<file path="src/rtl/mem_arbiter_pkg.sv">
`default_nettype none
// ============================================================================
// Module      : mem_arbiter_pkg
// Description : Shared types and constants for the I-cache/D-cache main-memory
//               arbiter: FSM state encoding, default widths and last-grant codes.
// Revision    : 1.0 - initial release
// ============================================================================
package mem_arbiter_pkg;

    // Default widths: 28-bit block address, 128-bit (4-word) cache line
    localparam int c_addr_w = 28;
    localparam int c_data_w = 128;

    // Arbiter FSM states
    typedef enum logic [1:0] {
        ST_IDLE  = 2'd0,
        ST_GNT_I = 2'd1,
        ST_GNT_D = 2'd2
    } arb_state_t;

    // Encodings of the side that most recently received a grant
    localparam logic c_last_gnt_i = 1'b0;
    localparam logic c_last_gnt_d = 1'b1;

endpackage : mem_arbiter_pkg
`default_nettype wire

</file>
<file path="src/rtl/mem_arbiter.sv">
`default_nettype none
// ============================================================================
// Module      : mem_arbiter
// Description : Shares the single main-memory port between the I-cache and the
//               D-cache. Whole transactions are granted to one owner at a time
//               and held until mem_ready; contention is resolved round-robin.
// Revision    : 1.0 - initial release
// ============================================================================
module mem_arbiter
    import mem_arbiter_pkg::*;
#(
    parameter int ADDR_W = c_addr_w,
    parameter int DATA_W = c_data_w
) (
    input  logic              clk,
    input  logic              rst_n,
    // I-cache side
    input  logic              ic_mem_read,
    input  logic              ic_mem_write,
    input  logic [ADDR_W-1:0] ic_mem_addr,
    input  logic [DATA_W-1:0] ic_mem_wdata,
    output logic [DATA_W-1:0] ic_mem_rdata,
    output logic              ic_mem_ready,
    // D-cache side
    input  logic              dc_mem_read,
    input  logic              dc_mem_write,
    input  logic [ADDR_W-1:0] dc_mem_addr,
    input  logic [DATA_W-1:0] dc_mem_wdata,
    output logic [DATA_W-1:0] dc_mem_rdata,
    output logic              dc_mem_ready,
    // Main-memory side
    output logic              mem_read,
    output logic              mem_write,
    output logic [ADDR_W-1:0] mem_addr,
    output logic [DATA_W-1:0] mem_wdata,
    input  logic [DATA_W-1:0] mem_rdata,
    input  logic              mem_ready
);

    arb_state_t r_state;
    arb_state_t w_next_state;
    logic       r_last_gnt;
    logic       w_next_last_gnt;
    logic       w_req_i;
    logic       w_req_d;

    assign w_req_i = ic_mem_read | ic_mem_write;
    assign w_req_d = dc_mem_read | dc_mem_write;

    // Read data goes to both caches; only the ready strobe identifies the owner
    assign ic_mem_rdata = mem_rdata;
    assign dc_mem_rdata = mem_rdata;

    // Next-state and last-grant selection; contention goes to the side not served last
    always_comb begin
        w_next_state    = r_state;
        w_next_last_gnt = r_last_gnt;
        case (r_state)
            ST_IDLE: begin
                if (w_req_i && w_req_d) begin
                    if (r_last_gnt == c_last_gnt_i) begin
                        w_next_state    = ST_GNT_D;
                        w_next_last_gnt = c_last_gnt_d;
                    end else begin
                        w_next_state    = ST_GNT_I;
                        w_next_last_gnt = c_last_gnt_i;
                    end
                end else if (w_req_d) begin
                    w_next_state    = ST_GNT_D;
                    w_next_last_gnt = c_last_gnt_d;
                end else if (w_req_i) begin
                    w_next_state    = ST_GNT_I;
                    w_next_last_gnt = c_last_gnt_i;
                end
            end
            // Completion or a withdrawn request both release the port; the
            // mandatory IDLE cycle keeps a just-finished request from being re-granted
            ST_GNT_I: begin
                if (mem_ready || !w_req_i) begin
                    w_next_state = ST_IDLE;
                end
            end
            ST_GNT_D: begin
                if (mem_ready || !w_req_d) begin
                    w_next_state = ST_IDLE;
                end
            end
            default: begin
                w_next_state = ST_IDLE;
            end
        endcase
    end

    // State and last-grant registers with synchronous active-low reset
    always_ff @(posedge clk) begin
        if (!rst_n) begin
            r_state    <= ST_IDLE;
            r_last_gnt <= c_last_gnt_i;
        end else begin
            r_state    <= w_next_state;
            r_last_gnt <= w_next_last_gnt;
        end
    end

    // Flat output mux on state; everything is quiet while idle or held in reset,
    // and memory controls drop immediately if the owner withdraws its request
    always_comb begin
        mem_read     = 1'b0;
        mem_write    = 1'b0;
        mem_addr     = '0;
        mem_wdata    = '0;
        ic_mem_ready = 1'b0;
        dc_mem_ready = 1'b0;
        if (rst_n) begin
            case (r_state)
                ST_GNT_I: begin
                    if (w_req_i) begin
                        mem_read  = ic_mem_read;
                        mem_write = ic_mem_write;
                        mem_addr  = ic_mem_addr;
                        mem_wdata = ic_mem_wdata;
                    end
                    ic_mem_ready = mem_ready;
                end
                ST_GNT_D: begin
                    if (w_req_d) begin
                        mem_read  = dc_mem_read;
                        mem_write = dc_mem_write;
                        mem_addr  = dc_mem_addr;
                        mem_wdata = dc_mem_wdata;
                    end
                    dc_mem_ready = mem_ready;
                end
                default: begin
                end
            endcase
        end
    end

endmodule : mem_arbiter
`default_nettype wire
</file>
<file path="config.mk">
export PLATFORM = sky130hd
export DESIGN_NAME = mem_arbiter
export DESIGN_NICKNAME = d
export VERILOG_FILES = /design/src/rtl/mem_arbiter_pkg.sv /design/src/rtl/mem_arbiter.sv
export SDC_FILE = /design/constraint.sdc
export NUM_CORES = 1
export LEC_CHECK = 0
export CAP_MARGIN = 20
export CELL_PAD_IN_SITES_DETAIL_PLACEMENT = 0
export CELL_PAD_IN_SITES_GLOBAL_PLACEMENT = 1
export CORE_AREA = 2 2 332 334
export DETAILED_ROUTE_END_ITERATION = 16
export DIE_AREA = 0 0 334 336
export PLACE_DENSITY = 0.37
export SETUP_SLACK_MARGIN = 0.2
export SLEW_MARGIN = 15
export SYNTH_ARGS = -nofsm -noshare
export SYNTH_HDL_FRONTEND = slang
export SYNTH_SLANG_ARGS = --single-unit
</file>
<file path="constraint.sdc">
create_clock -name clk -period 2.35 [get_ports clk]
set_input_delay 0.5875 -clock clk [delete_from_list [all_inputs] [get_ports clk]]
set_output_delay 0.5875 -clock clk [all_outputs]
set_load 0.005 [all_outputs]
</file>
==> results of run 1 <==
==> stage by stage <==
step	util	setup slack (ns)	power, uW	hold WS (ns)
after global routing	0.112	-0.445	4210	0.595
after global placement	0.0976	-0.895	2660	0.520
final	0.112	-0.406	3940	0.565
after CTS	0.107	-0.444	3760	0.575
after detailed placement	0.0976	-0.900	2660	0.556
after floorplan	-	0.319	1470	0.496
==> what timing repair did <==
item | CTS | global route
endpoints found under the setup margin | 160 | 160
gates cloned | 13 | 0
buffers inserted | 60 | 49
pin swaps | 63 | 102
resized for setup | 638 | 141
==> layout make-up <==
type	count	area [sq um]	area share
clock buffers	4	78.8	0.00648
inverters	2	7.51	0.000617
multi-input cells	342	2900	0.239
well taps	1414	1770	0.145
repair buffers	715	7340	0.603
diodes	1	2.50	0.000206
flip-flops and latches	3	65.1	0.00535
==> synthesized netlist by cell type, drive strengths merged, types with 2 or more instances <==
cell type  count  share of area
clkbuf        16          0.012
o21ai          2         0.0020
a22oi        157           0.38
ha             4         0.0098
a32o           2         0.0039
dfxtp          3          0.012
nand2          3         0.0022
nor2         163           0.12
a21oi          2         0.0020
nor2b          2         0.0029
inv            2         0.0015
buf          291           0.45
and3           2         0.0024
==> cell usage in the layout (no fill, tap or decap), drive strengths merged, types with 3 or more instances in the layout <==
cell type / n
nor2: 163
a22oi: 157
ha: 4
clkbuf: 29
nand2: 3
dfxtp: 3
buf: 371
clkdlybuf4s50: 312
==> flip-flops by register name, indices dropped and copies added (netlist names) <==
register,count
r_state,2
r_last_gnt,1
==> final timing paths <==
kind / startpoint / to / slack [ns] / cells past startpoint
setup / recovery: ic_mem_write / mem_wdata[81] / -0.41 / 10
setup reg to reg: r_state[0]$_SDFFE_PN0P_ / r_state[0]$_SDFFE_PN0P_ / 0.67 / 8
hold / removal: r_state[1]$_SDFFE_PN0P_ / r_state[1]$_SDFFE_PN0P_ / 0.57 / 1
hold reg to reg: r_state[1]$_SDFFE_PN0P_ / r_state[1]$_SDFFE_PN0P_ / 0.57 / 1
==> cell families after synthesis <==
logic type / share of synthesized area
AOI/OAI and AO/OA: 0.390
adders and majority gates: 0.00977
buffers and inverters: 0.458
DFF: 0.0117
and+or+nand+nor: 0.130
==> report_power, final <==
part,switching [uW],internal (uW)
Sequential,10.9,63.2
Clock,57.6,225
Combinational,1440,2150
==> per-layer routing <==
layer  track usage  vias up
li1              -     2823
met1        0.0776     2731
met2         0.119      400
met3        0.0219      113
met4        0.0270        8
met5             0        -
==> results.md, run 1 <==
- Overflow after GRT: 0
- Routed wl met3: 3730 um
- WL met2: 19700 um
- Drt pass-1 iters: 4
- First-pass GRT wire length: 53200 um
- Clock Skew: 0.00273 ns
- DRC Markers: 0
- Final Max Slew Viols: 0
- # clock sinks: 3
- Period minus WS final: 2.76 ns
- CP Max Fanout: 6
- Power per cell area: 324 nW/um^2
- Area Overhead vs Synth: 137%
- Post-route cell area: 12200 sq um
- RSZ-0062 raised after global routing: yes
- Failing checks: negative setup slack
- Longest Clk Path Bufs: 2
- Mapped Area: 5120 sq um
- Worst setup path class: in2out
- Die Ht: 336 um
- WP data required: 1.76 ns
- Wirelength per Cell: 16.6 um
- Die area: 112000 sq um
- Cell variety after synth: 23
- Antenna violation net count after detailed routing: 0
- Period utilization: 1.17
- Rows: 121
- Yosys warning count: 0
- I/O Buffers: 478
- Worst Max-Slew Pin Slew: 0.385 ns
- Core footprint: 108000 sq um
- Global placer's final weighted congestion: 0.710
- Syn_area_per_cell: 7.84 sq um
- Critical Path Most Common Cell: buf_12
- Synth Net Count: 1105
- Nets: 1518
- TritonCTS Buffers: 3
- CP Capture Type: output port
- Async SR Flop Fraction: 0
- Clk Latency, worst-skew pair: 0.23 ns
- Max-Cap Viols: 0
- DR top layer: met5
- Kind of cell adding the most delay to the critical path: buffers and inverters
- Mapped Cells: 654
- Seq/Total Area, Yosys: 0.0117
- Placed Instance Area: 10600 sq um
- Share of cells above drive strength 1: 0.563
- HPWL after detailed placement: 31600 um
- Worst slew margin: 0.744
- Pin count of the biggest net entering global routing: 28
- Worst vdd ir: 169 uV
- Clock transition at the registers of the reported paths: 0.03 ns
- CP bufs+invs: 6
- Leakage: 0.00428 uW
- Most used DFF post-synth: dfxtp_1
- Setup TNS: -33.17 ns
- DRT Wirelength: 41100 um
- Min-delay worst type: reg2reg
- CTS root buf: clkbuf_16
- Final setup fails: 155
- Vias per std cell: 2.45
- Initial antenna violation count: 6
- Number of flops mapped to enable cells by yosys: 0
- CP Data Arrival Time: 2.17 ns
- Final Hold Vio Count: 0
- Yosys reg bits: 3
- Crit path largest cell delay: 0.27 ns
- Metal-1 WL: 16300 um
- Starting DRT DRC Count: 94
- Vias in the first global route: 6683
- CP cell instances: buf_8, or2_4, and2_4, buf_12, buf_12, buf_16, a22oi_2, buf_6, nor2_4, buf_12
- FMAX: 0.363 GHz
- DP Cell Count: 2354
- Worst setup margin: -0.406 ns
- CP max stage cell: a22oi_2
- Tot GR Track Use: 0.0686
- CTS Hold Bufs: 0
- Num ports: 863
- Fillers: 12.6k
- Startpoint types: input pin
- Vias: 6075
- Initial Utilization: 0.0473
- Outcome: complete, but fails checks
- Final cell count without fillers: 2481
- H-tree Lvls: 1
- DIE WIDTH: 334 um
- TritonCTS clock tree: done
Power figures use the tool's default switching activity.
==> run 2, diff against run 1 <==
--- a/config.mk
+++ b/config.mk
@@ -13,6 +13,7 @@
 export DIE_AREA = 0 0 334 336
 export PLACE_DENSITY = 0.37
 export SETUP_SLACK_MARGIN = 0.2
+export SKIP_LAST_GASP = 1
 export SLEW_MARGIN = 15
 export SYNTH_ARGS = -nofsm -noshare
 export SYNTH_HDL_FRONTEND = slang
==> run 2 against run 1 <==
The flow still finishes with violations (negative setup slack). Hold slack better by 0.015 ns. Setup slack improved by 0.018 ns. Global-route usage is essentially flat. Fmax is 0.64% higher. Critical path type unchanged.
==> results.md, run 2 (same netlist as run 1, synthesis figures left out) <==
- Nets: 1516
- Power per cell area: 324 nW/um^2
- First-pass GRT wire length: 53100 um
- Kind of cell adding the most delay to the critical path: buffers and inverters
- TritonCTS Buffers: 3
- Global placer's final weighted congestion: 0.710
- Max FFs per register: 2
- Die area: 112000 sq um
- Largest registers: r_state x2, r_last_gnt x1
- Place WS: -0.900 ns
- Clk Latency, worst-skew pair: 0.23 ns
- Outcome: complete, but fails checks
- Worst Max-Slew Pin Slew: 0.436 ns
- Drt pass-1 iters: 4
- CP bufs+invs: 7
- Worst setup path class: in2out
- DP Cell Count: 2354
- Tot GR Track Use: 0.0686
- Commonest cells after routing, fill and taps aside: clkdlybuf4s50_1, a22oi_2, nor2_1
- H-tree Lvls: 1
- Longest Clk Path Bufs: 2
- Rows: 121
- Period utilization: 1.17
- CP cell instances: buf_8, or2_4, and2_4, buf_12, buf_12, buf_16, buf_8, buf_4, a22oi_2, nor2_2, buf_12
- Vias: 6077
- CP Capture Type: output port
- Final setup fails: 155
- Post-route cell area: 12100 sq um
- # clock sinks: 3
- Overall power: 3930 uW
- Hold Path Stages: 1
- Failing checks: negative setup slack
- RSZ-0062 raised after global routing: yes
- Num ports: 863
- Clock Skew: 0.00297 ns
- Setup TNS: -35.56 ns
- Max-Cap Viols: 0
- Startpoint types: input pin
- Initial Utilization: 0.0473
- DIE WIDTH: 334 um
- Vias per std cell: 2.45
- TritonCTS clock tree: done
- FMAX: 0.365 GHz
- FF-to-FF path depth: 8
- Crit path largest cell delay: 0.24 ns
- Vias in the first global route: 6678
- WP data required: 1.76 ns
- Worst vdd ir: 169 uV
- Reg with most FFs: r_state
- Worst slew margin: 0.709
- Pin count of the biggest net entering global routing: 28
- Clock transition at the registers of the reported paths: 0.03 ns
- Die Ht: 336 um
- Critical Path Most Common Cell: buf_12
- Min-delay worst type: reg2reg
- Final Max Slew Viols: 0
- Overflow after GRT: 0
- CTS root buf: clkbuf_16
- Leakage: 0.00436 uW
- HPWL after detailed placement: 31600 um
- Starting DRT DRC Count: 81
- DRC Markers: 0
- I/O Buffers: 478
- Antenna violation net count after detailed routing: 0
- R2r setup slk: 0.67 ns
- CP Max Fanout: 5
- DRT Wirelength: 41400 um
- Wirelength per Cell: 16.7 um
- Placed Instance Area: 10600 sq um
- Commonest non-fill, non-tap cell in the layout: clkdlybuf4s50_1
- Worst Setup SP: ic_mem_write
- Stages on the worst setup path: 11
- Worst setup margin: -0.389 ns
- Area Overhead vs Synth: 137%
- RR Startpoint: r_state[0]$_SDFFE_PN0P_
- CP max stage cell: or2_4
- Final Hold Vio Count: 0
- Hold path start: r_state[1]$_SDFFE_PN0P_
- Period minus WS final: 2.74 ns
- FF-to-FF End: r_state[0]$_SDFFE_PN0P_
- Final cell count without fillers: 2481
- Core footprint: 108000 sq um
- CP Data Arrival Time: 2.15 ns
- Initial antenna violation count: 5
- Share of cells above drive strength 1: 0.555
- Worst hold path endpoint: r_state[1]$_SDFFE_PN0P_
-- run 2: cell count changes in the layout (fill, tap and decap cells not counted), moves of 7 or more --
cell            change
clkbuf_2            +7
buf_6              -26
buf_2              -13
buf_4              +23
dlymetal6s2s_1      +7
-- run 2: metrics by stage --
stage / hold slack (ns) / util
after CTS: 0.575 / 0.107
after floorplan: 0.496 / -
after detailed placement: 0.556 / 0.0976
after global routing: 0.605 / 0.112
after global placement: 0.520 / 0.0976
final: 0.580 / 0.112
-- run 2: worst register-to-register path, cell delays in order, from the launching register on --
cell,delay (ns)
dfxtp_2,0.31
buf_4,0.14
ha_2,0.18
buf_4,0.13
buf_4,0.13
o21ai_0,0.07
a21oi_1,0.11
a31o_2,0.24
a32o_1,0.26
-- run 2: metal layers --
metal | GRT usage | vias up | part of all wire
met5 | 0 | - | 0.0011
met4 | 0.0270 | 6 | 0.032
met3 | 0.0220 | 111 | 0.092
met2 | 0.119 | 406 | 0.48
met1 | 0.0775 | 2726 | 0.40
li1 | - | 2828 | -
-- run 2: final cells by class --
class / count / area, sq um
antenna: 3 / 7.51
timing repair buffer: 713 / 7280
tap: 1414 / 1770
clock buffer: 4 / 78.8
fill: 12600 / 96300
inverter: 2 / 10.0
multi-input combinational: 342 / 2920
sequential: 3 / 65.1
-- run 2: worst max-delay path by stage --
stage	endpoint	slack (ns)
after floorplan	mem_wdata[10]	0.32
after global placement	mem_wdata[71]	-0.90
after detailed placement	mem_wdata[71]	-0.90
after CTS	mem_wdata[70]	-0.44
after global routing	mem_wdata[70]	-0.45
final	mem_wdata[97]	-0.39
-- run 2: timing repair --
| action | 4_1_cts | 5_1_grt |
|---|---|---|
| setup buffers | 60 | 47 |
| resized for setup | 590 | 144 |
| gates cloned | 13 | 0 |
| pin swaps | 63 | 85 |
| hold buffers | 0 | 0 |
| setup endpoints to repair | 160 | 160 |
-- run 2: report_power, final --
| group | switching, uW | internal [uW] | total, uW |
|---|---|---|---|
| Clock | 57.9 | 225 | 283 |
| Sequential | 12.2 | 63.2 | 75.4 |
| Combinational | 1450 | 2120 | 3570 |
| Total | 1520 | 2410 | 3930 |
==> run 3, diff against run 2 <==
--- a/config.mk
+++ b/config.mk
@@ -13,7 +13,6 @@
 export DIE_AREA = 0 0 334 336
 export PLACE_DENSITY = 0.37
 export SETUP_SLACK_MARGIN = 0.2
-export SKIP_LAST_GASP = 1
 export SLEW_MARGIN = 15
 export SYNTH_ARGS = -nofsm -noshare
 export SYNTH_HDL_FRONTEND = slang
==> results of run 3 <==
Final layout, timing and power as in run 1 (identical DEF).
